## src/rtl/compound_alu_if.sv

```systemverilog
// Command/response bundle for the compound accumulator ALU.
// The master side issues commands and accepts results; the slave side is the ALU.
interface compound_alu_if #(
  parameter int WIDTH = 32
);
  logic             in_valid;
  logic             in_ready;
  logic [2:0]       in_op;
  logic [WIDTH-1:0] in_operand;
  logic             out_valid;
  logic             out_ready;
  logic [WIDTH-1:0] out_result;
  logic             out_div_by_zero;
  logic [WIDTH-1:0] acc;

  modport master (
    output in_valid, in_op, in_operand, out_ready,
    input  in_ready, out_valid, out_result, out_div_by_zero, acc
  );

  modport slave (
    input  in_valid, in_op, in_operand, out_ready,
    output in_ready, out_valid, out_result, out_div_by_zero, acc
  );
endinterface

```

## src/rtl/compound_alu.sv

```systemverilog
// Accumulator ALU: one command in flight, single-cycle ADD/SUB/MUL/LOAD,
// multi-cycle signed DIV/MOD via a restoring shift-subtract divider on magnitudes.
module compound_alu #(
  parameter int WIDTH = 32
) (
  input  logic            clock,
  input  logic            reset_n,
  compound_alu_if.slave   alu_bus
);

  localparam int CW = $clog2(WIDTH);
  localparam logic [CW-1:0] CNT_LAST = CW'(WIDTH - 1);
  localparam logic [CW-1:0] CNT_ONE  = CW'(1);

  localparam logic [2:0] OP_ADD  = 3'd0;
  localparam logic [2:0] OP_SUB  = 3'd1;
  localparam logic [2:0] OP_MUL  = 3'd2;
  localparam logic [2:0] OP_DIV  = 3'd3;
  localparam logic [2:0] OP_MOD  = 3'd4;
  localparam logic [2:0] OP_LOAD = 3'd5;

  typedef enum logic [1:0] {
    S_IDLE    = 2'd0,
    S_DIVIDE  = 2'd1,
    S_RESPOND = 2'd2
  } state_t;

  // Magnitude of a two's-complement value; the most-negative value maps to 2^(WIDTH-1).
  function automatic logic [WIDTH-1:0] abs_mag(input logic [WIDTH-1:0] v);
    return v[WIDTH-1] ? -v : v;
  endfunction

  state_t           r_state;
  state_t           w_next_state;
  logic [WIDTH-1:0] r_acc;
  logic             r_out_valid;
  logic [WIDTH-1:0] r_out_result;
  logic             r_out_dbz;
  logic [WIDTH-1:0] r_rem;
  logic [WIDTH-1:0] r_quo;
  logic [WIDTH-1:0] r_div;
  logic [CW-1:0]    r_cnt;
  logic             r_is_mod;
  logic             r_q_neg;
  logic             r_r_neg;

  logic             w_accept;
  logic             w_is_divop;
  logic             w_zero_opnd;
  logic [WIDTH-1:0] w_alu_res;
  logic [WIDTH:0]   w_shift;
  logic [WIDTH:0]   w_diff;
  logic [WIDTH-1:0] w_rem_nxt;
  logic [WIDTH-1:0] w_quo_nxt;
  logic [WIDTH-1:0] w_div_res;

  assign w_accept    = alu_bus.in_valid && (r_state == S_IDLE);
  assign w_is_divop  = (alu_bus.in_op == OP_DIV) || (alu_bus.in_op == OP_MOD);
  assign w_zero_opnd = (alu_bus.in_operand == '0);

  assign alu_bus.in_ready        = (r_state == S_IDLE);
  assign alu_bus.out_valid       = r_out_valid;
  assign alu_bus.out_result      = r_out_result;
  assign alu_bus.out_div_by_zero = r_out_dbz;
  assign alu_bus.acc             = r_acc;

  // Single-cycle result; reserved ops and DIV/MOD leave the accumulator as is here.
  always_comb begin
    w_alu_res = r_acc;
    case (alu_bus.in_op)
      OP_ADD:  w_alu_res = r_acc + alu_bus.in_operand;
      OP_SUB:  w_alu_res = r_acc - alu_bus.in_operand;
      OP_MUL:  w_alu_res = r_acc * alu_bus.in_operand;
      OP_LOAD: w_alu_res = alu_bus.in_operand;
      default: w_alu_res = r_acc;
    endcase
  end

  // One restoring-division step plus sign fix-up of the final quotient/remainder.
  always_comb begin
    w_shift = {r_rem, r_quo[WIDTH-1]};
    w_diff  = w_shift - {1'b0, r_div};
    if (w_diff[WIDTH] == 1'b0) begin
      w_rem_nxt = w_diff[WIDTH-1:0];
      w_quo_nxt = {r_quo[WIDTH-2:0], 1'b1};
    end else begin
      w_rem_nxt = w_shift[WIDTH-1:0];
      w_quo_nxt = {r_quo[WIDTH-2:0], 1'b0};
    end
    if (r_is_mod) begin
      w_div_res = r_r_neg ? -w_rem_nxt : w_rem_nxt;
    end else begin
      w_div_res = r_q_neg ? -w_quo_nxt : w_quo_nxt;
    end
  end

  // State register.
  always_ff @(posedge clock or negedge reset_n) begin
    if (!reset_n) begin
      r_state <= S_IDLE;
    end else begin
      r_state <= w_next_state;
    end
  end

  // Next-state decode.
  always_comb begin
    w_next_state = r_state;
    case (r_state)
      S_IDLE: begin
        if (w_accept) begin
          if (w_is_divop && !w_zero_opnd) begin
            w_next_state = S_DIVIDE;
          end else begin
            w_next_state = S_RESPOND;
          end
        end else begin
          w_next_state = S_IDLE;
        end
      end
      S_DIVIDE: begin
        if (r_cnt == CNT_LAST) begin
          w_next_state = S_RESPOND;
        end else begin
          w_next_state = S_DIVIDE;
        end
      end
      S_RESPOND: begin
        if (alu_bus.out_ready) begin
          w_next_state = S_IDLE;
        end else begin
          w_next_state = S_RESPOND;
        end
      end
      default: w_next_state = S_IDLE;
    endcase
  end

  // Accumulator, divider and response registers.
  always_ff @(posedge clock or negedge reset_n) begin
    if (!reset_n) begin
      r_acc        <= '0;
      r_out_valid  <= 1'b0;
      r_out_result <= '0;
      r_out_dbz    <= 1'b0;
      r_rem        <= '0;
      r_quo        <= '0;
      r_div        <= '0;
      r_cnt        <= '0;
      r_is_mod     <= 1'b0;
      r_q_neg      <= 1'b0;
      r_r_neg      <= 1'b0;
    end else begin
      case (r_state)
        S_IDLE: begin
          if (w_accept && w_is_divop && w_zero_opnd) begin
            r_out_valid  <= 1'b1;
            r_out_result <= r_acc;
            r_out_dbz    <= 1'b1;
          end else if (w_accept && w_is_divop) begin
            r_rem    <= '0;
            r_quo    <= abs_mag(r_acc);
            r_div    <= abs_mag(alu_bus.in_operand);
            r_cnt    <= '0;
            r_is_mod <= (alu_bus.in_op == OP_MOD);
            r_q_neg  <= r_acc[WIDTH-1] ^ alu_bus.in_operand[WIDTH-1];
            r_r_neg  <= r_acc[WIDTH-1];
          end else if (w_accept) begin
            r_acc        <= w_alu_res;
            r_out_valid  <= 1'b1;
            r_out_result <= w_alu_res;
            r_out_dbz    <= 1'b0;
          end else begin
            r_out_valid <= 1'b0;
          end
        end
        S_DIVIDE: begin
          r_rem <= w_rem_nxt;
          r_quo <= w_quo_nxt;
          r_cnt <= r_cnt + CNT_ONE;
          if (r_cnt == CNT_LAST) begin
            r_acc        <= w_div_res;
            r_out_valid  <= 1'b1;
            r_out_result <= w_div_res;
            r_out_dbz    <= 1'b0;
          end else begin
            r_out_valid <= 1'b0;
          end
        end
        S_RESPOND: begin
          if (alu_bus.out_ready) begin
            r_out_valid  <= 1'b0;
            r_out_result <= '0;
            r_out_dbz    <= 1'b0;
          end else begin
            r_out_valid <= 1'b1;
          end
        end
        default: begin
          r_out_valid  <= 1'b0;
          r_out_result <= '0;
          r_out_dbz    <= 1'b0;
        end
      endcase
    end
  end

endmodule

```

## src/flat_wrapper.sv

```systemverilog
// flat-port wrapper written by rule: the top's interface ports become plain ports
module compound_alu_flat 
#(
  parameter int WIDTH = 32
)
  (clock, reset_n, alu_bus_in_valid, alu_bus_in_op, alu_bus_in_operand, alu_bus_out_ready, alu_bus_in_ready, alu_bus_out_valid, alu_bus_out_result, alu_bus_out_div_by_zero, alu_bus_acc);
  compound_alu_if #(.WIDTH(WIDTH)) alu_bus_i ();
  input  logic clock;
  input  logic reset_n;
  input wire logic [$bits(alu_bus_i.in_valid)-1:0] alu_bus_in_valid;
  input wire logic [$bits(alu_bus_i.in_op)-1:0] alu_bus_in_op;
  input wire logic [$bits(alu_bus_i.in_operand)-1:0] alu_bus_in_operand;
  input wire logic [$bits(alu_bus_i.out_ready)-1:0] alu_bus_out_ready;
  output wire logic [$bits(alu_bus_i.in_ready)-1:0] alu_bus_in_ready;
  output wire logic [$bits(alu_bus_i.out_valid)-1:0] alu_bus_out_valid;
  output wire logic [$bits(alu_bus_i.out_result)-1:0] alu_bus_out_result;
  output wire logic [$bits(alu_bus_i.out_div_by_zero)-1:0] alu_bus_out_div_by_zero;
  output wire logic [$bits(alu_bus_i.acc)-1:0] alu_bus_acc;
  assign alu_bus_i.in_valid = alu_bus_in_valid;
  assign alu_bus_i.in_op = alu_bus_in_op;
  assign alu_bus_i.in_operand = alu_bus_in_operand;
  assign alu_bus_i.out_ready = alu_bus_out_ready;
  assign alu_bus_in_ready = alu_bus_i.in_ready;
  assign alu_bus_out_valid = alu_bus_i.out_valid;
  assign alu_bus_out_result = alu_bus_i.out_result;
  assign alu_bus_out_div_by_zero = alu_bus_i.out_div_by_zero;
  assign alu_bus_acc = alu_bus_i.acc;
  compound_alu #(.WIDTH(WIDTH)) u_core (.clock(clock), .reset_n(reset_n), .alu_bus(alu_bus_i));
endmodule
```

## config.mk

```make
export PLATFORM = sky130hd
export DESIGN_NAME = compound_alu_flat
export DESIGN_NICKNAME = d
export VERILOG_FILES = /design/src/rtl/compound_alu_if.sv /design/src/rtl/compound_alu.sv /design/src/flat_wrapper.sv
export SDC_FILE = /design/constraint.sdc
export NUM_CORES = 2
export LEC_CHECK = 0
export ABC_AREA = 1
export ABC_CLOCK_PERIOD_IN_PS = 20800
export CAP_MARGIN = 20
export CORE_ASPECT_RATIO = 0.9
export CORE_MARGIN = 3
export CORE_UTILIZATION = 60
export DETAILED_ROUTE_END_ITERATION = 10
export PLACE_DENSITY = 0.78
export SLEW_MARGIN = 20
export SYNTH_ARGS = -nofsm -noshare
export SYNTH_HDL_FRONTEND = slang
export SYNTH_SLANG_ARGS = --single-unit
```

## constraint.sdc

```tcl
create_clock -name clock -period 20.8 [get_ports clock]
set_input_delay 3.12 -clock clock [delete_from_list [all_inputs] [get_ports clock]]
set_output_delay 3.12 -clock clock [all_outputs]
set_load 0.1 [all_outputs]
```

==> impl_metrics.env <==
export IMPL_buffer_type_at_the_clock_tree_root="sky130_fd_sc_hd__clkbuf_16"
export IMPL_grt_start_max_net_pins=86
export IMPL_multiInputGateArea_um2=24400
export IMPL_drv_slew=0
export IMPL_finalClockSkew_ns=0.02498
export IMPL_dp_hpwl_mm=94.12
export IMPL_layout_worst_path_cycle_share=0.4969
export IMPL_number_of_synthesized_register_bits=172
export IMPL_n_fill_cell=5026
export IMPL_placement_cell_area_um2=35380
export IMPL_fin_ws_ns=10.46
export IMPL_yosys_mux_area_fraction=0.0002962
export IMPL_final_routed_wirelength_mm=121.8
export IMPL_pre_repair_dr_iteration_count=8
export IMPL_drt_first_iter_violations=4539
export IMPL_syn_cell_area_um2=33800
export IMPL_synth_yosys_seq_area_share=0.1273
export IMPL_drcViolationCount=0
export IMPL_use_met3=0.1368
export IMPL_die_area_um2=59220
export IMPL_grt_util_met2=0.5669
export IMPL_groute_usage_overall=0.4124
export IMPL_worst_slew_pin_transition_ns=1.074
export IMPL_detail_route_antenna_nets=0
export IMPL_cts_resized=0
export IMPL_hold_class="reg2reg"
export IMPL_routedWlPerCell_um=21.29
export IMPL_setup_total_negative_slack_ns=0
export IMPL_clock_latency_ns=0.48
export IMPL_netlist_cell_type_count=67
export IMPL_syn_mean_instance_area_um2=6.761
export IMPL_numPortBuffers=105
export IMPL_ys_flop_type="sky130_fd_sc_hd__dfrtp_1"
export IMPL_die_h_um=231.2
export IMPL_route_detailed_vias_per_inst=5.827
export IMPL_crit_fanout=34
export IMPL_cap_viol_max_count=0
export IMPL_cts_setup_buffers=0
export IMPL_io_pins=106
export IMPL_path_clk_slew_ns=0.08
export IMPL_cts_tree="done"
export IMPL_critical_path_end_type="register"
export IMPL_cp_data_arrival_time_ns=10.69
export IMPL_yosys_area_share_xor_xnor=0.02928
export IMPL_final_seq_area_um2=4305
export IMPL_antenna_found_initial=4
export IMPL_max_freq_mhz=96.75
export IMPL_post_route_cell_area_um2=36020
export IMPL_htree_levels=4
export IMPL_finalNetCount=5602
export IMPL_clock_sinks=172
export IMPL_reg2reg_depth=29
export IMPL_fin_hold_ws_ns=0.4906
export IMPL_cts_buffers_inserted=17
export IMPL_synth_adder_area_share=0.3147
export IMPL_max_slew_margin_rel=0.2817
export IMPL_overflow=0
export IMPL_dp_worst_setup_slack_ns=10.16
export IMPL_final_min_clock_period_ns=10.34
export IMPL_largest_family_of_logic_cells_by_synthesized_area="adder cells"
export IMPL_grt_busiest_layer="met1"
export IMPL_crit_path_start_kind="primary input"
export IMPL_areaGrowthSynthToFinish_pct=6.575
export IMPL_synth_compound_area_frac=0.1138
export IMPL_number_of_enable_type_register_cells_in_the_synthesized_netlist=0
export IMPL_first_global_vias=31470
export IMPL_setup_repair_after_global_routing_missed_its_margin="no"
export IMPL_finalSetupViolations=0
export IMPL_min_delay_path_depth=2
export IMPL_groute_layer_met1_usage=0.6151
export IMPL_outcome="finished, final reports clean"
export IMPL_placement_rows=81
export IMPL_synthesis_instances=4999
export IMPL_cts_max_path_buffers=2
export IMPL_synth_simple_gate_area_share=0.2630
export IMPL_synth_nets=5642
export IMPL_final_hold_viol_count=0
export IMPL_drive_above_1_share=0.05229
export IMPL_ys_async_sr_fraction=1.000
export IMPL_synth_warnings=0
export IMPL_crit_type="in2reg"
export IMPL_worst_endpoint_required_ns=21.15
export IMPL_core_area_um2=55030
export IMPL_detailroute_via_count=33340
export IMPL_cts_hold_buffers=0
export IMPL_floorplan_initialDensity=0.6142
export IMPL_grt_pass1_wl_mm=187.4
export IMPL_place_congestion=1.053
export IMPL_die_w_um=256.2
-- path summary, 6_finish.rpt --
kind	slack [ns]	start	endpoint
worst max-delay path	10.46	alu_bus_in_operand[4]	u_core.alu_bus.acc[26]$_DFFE_PN0P_
max in group asynchronous	16.87	reset_n	u_core.r_rem[6]$_DFFE_PN0P_
worst max register to register	12.77	u_core.alu_bus.acc[11]$_DFFE_PN0P_	u_core.alu_bus.acc[26]$_DFFE_PN0P_
min in group asynchronous	2.59	reset_n	u_core.r_cnt[1]$_DFFE_PN0P_
worst min-delay path	0.49	u_core.alu_bus.out_result[10]$_DFFE_PN0P_	u_core.alu_bus.out_result[10]$_DFFE_PN0P_
worst min register to register	0.49	u_core.alu_bus.out_result[10]$_DFFE_PN0P_	u_core.alu_bus.out_result[10]$_DFFE_PN0P_
-- per-layer routing --
metal,share of wire,wire (um)
met1,0.42,50800
met2,0.40,48240
met3,0.15,18750
met4,0.033,4020
met5,0.00021,26
-- state kept, by name, summed over array words and instances (netlist names), 2 cells and up --
name and cells:
u_core.alu_bus.acc 32, u_core.alu_bus.out_result 32, u_core.r_cnt 5, u_core.r_div 32, u_core.r_quo 32, u_core.r_rem 32, u_core.r_state 2
-- layout make-up --
| type | instances | share of cell area |
|---|---|---|
| clock inverter | 15 | 0.005766 |
| timing repair buffer | 182 | 0.04512 |
| clock buffer | 17 | 0.01181 |
| sequential | 172 | 0.1195 |
| tap | 747 | 0.02595 |
| multi-input combinational | 3490 | 0.6774 |
| antenna | 3 | 0.0002084 |
| inverter | 1096 | 0.1142 |
-- cell families after synthesis --
group / after synthesis
AND/OR/NAND/NOR: 2117
buffers and inverters: 1337
AO/OA/AOI/OAI: 655
adder cells (fa/ha/maj): 604
flip-flops: 172
XOR/XNOR: 113
multiplexers: 1
-- synth_stat cells, types with 5 or more instances --
cell	number	area [um2]
sky130_fd_sc_hd__buf_1	41	153.9
sky130_fd_sc_hd__o21bai_1	8	60.06
sky130_fd_sc_hd__or2_2	37	231.5
sky130_fd_sc_hd__xor2_1	72	630.6
sky130_fd_sc_hd__a21oi_1	187	935.9
sky130_fd_sc_hd__ha_1	194	2427
sky130_fd_sc_hd__nand2_4	6	67.56
sky130_fd_sc_hd__o21a_1	12	90.09
sky130_fd_sc_hd__o2111ai_1	9	78.83
sky130_fd_sc_hd__a21boi_0	25	187.7
sky130_fd_sc_hd__nor2_1	222	833.3
sky130_fd_sc_hd__a21o_1	10	75.07
sky130_fd_sc_hd__nand3b_1	10	75.07
sky130_fd_sc_hd__inv_1	1087	4080
sky130_fd_sc_hd__a31oi_1	26	162.7
sky130_fd_sc_hd__nor2_2	18	112.6
sky130_fd_sc_hd__o21ai_2	5	43.79
sky130_fd_sc_hd__fa_1	410	8208
sky130_fd_sc_hd__inv_2	6	22.52
sky130_fd_sc_hd__nand2_2	43	269.0
sky130_fd_sc_hd__o31ai_1	6	45.04
sky130_fd_sc_hd__o221ai_1	15	131.4
sky130_fd_sc_hd__buf_2	12	60.06
sky130_fd_sc_hd__a221oi_1	14	122.6
sky130_fd_sc_hd__clkbuf_1	175	656.9
sky130_fd_sc_hd__nor3_1	48	240.2
sky130_fd_sc_hd__o21ai_0	230	1151
sky130_fd_sc_hd__nand4_1	37	231.5
sky130_fd_sc_hd__nor2_4	5	56.30
sky130_fd_sc_hd__dfrtp_1	172	4304
sky130_fd_sc_hd__nand2_1	1440	5405
sky130_fd_sc_hd__buf_4	8	60.06
sky130_fd_sc_hd__o21ai_1	16	80.08
sky130_fd_sc_hd__nand3_1	220	1101
sky130_fd_sc_hd__o22ai_1	46	287.8
sky130_fd_sc_hd__nor4_1	13	81.33
sky130_fd_sc_hd__xnor2_1	41	359.1
sky130_fd_sc_hd__o211ai_1	20	150.1
-- worst max-delay path: stages --
cell                              delay (ns)
sky130_fd_sc_hd__clkdlybuf4s50_1        0.45
sky130_fd_sc_hd__buf_4                  0.46
sky130_fd_sc_hd__nand2_1                0.12
sky130_fd_sc_hd__inv_1                  0.09
sky130_fd_sc_hd__fa_1                   0.40
sky130_fd_sc_hd__inv_1                  0.18
sky130_fd_sc_hd__fa_1                   0.47
sky130_fd_sc_hd__fa_1                   0.48
sky130_fd_sc_hd__fa_1                   0.54
sky130_fd_sc_hd__inv_1                  0.05
sky130_fd_sc_hd__fa_1                   0.49
sky130_fd_sc_hd__fa_1                   0.56
sky130_fd_sc_hd__fa_1                   0.42
sky130_fd_sc_hd__fa_1                   0.47
sky130_fd_sc_hd__ha_1                   0.35
sky130_fd_sc_hd__a21oi_1                0.21
sky130_fd_sc_hd__o21ai_0                0.21
sky130_fd_sc_hd__a21oi_1                0.17
sky130_fd_sc_hd__nand3_1                0.13
sky130_fd_sc_hd__nand3_1                0.09
sky130_fd_sc_hd__nand2_1                0.06
sky130_fd_sc_hd__o21ai_0                0.53
sky130_fd_sc_hd__o2111ai_1              0.29
sky130_fd_sc_hd__a21oi_1                0.19
sky130_fd_sc_hd__a21oi_1                0.10
-- metrics by stage --
step                instances    util
finish                   5722  0.6545
global route             5720  0.6545
CTS                      5719  0.6544
detailed placement       5687  0.6429
global placement         5687  0.6429
floorplan                4999       -
-- layout by cell type (no fill, tap or decap), drive strengths merged, types with 38 or more instances in the layout --
cell type         n
nor3             51
nor2            246
clkdlybuf4s50   103
xnor2            41
dfrtp           172
buf              79
o22ai            47
nand2          1489
o21ai           251
nand4            38
xor2             72
fa              410
nand3           224
a21oi           192
inv            1103
ha              194
Power is left out: the tool's default activity adds up to more than one toggle a clock period on the data nets, which glitch-free logic cannot reach.
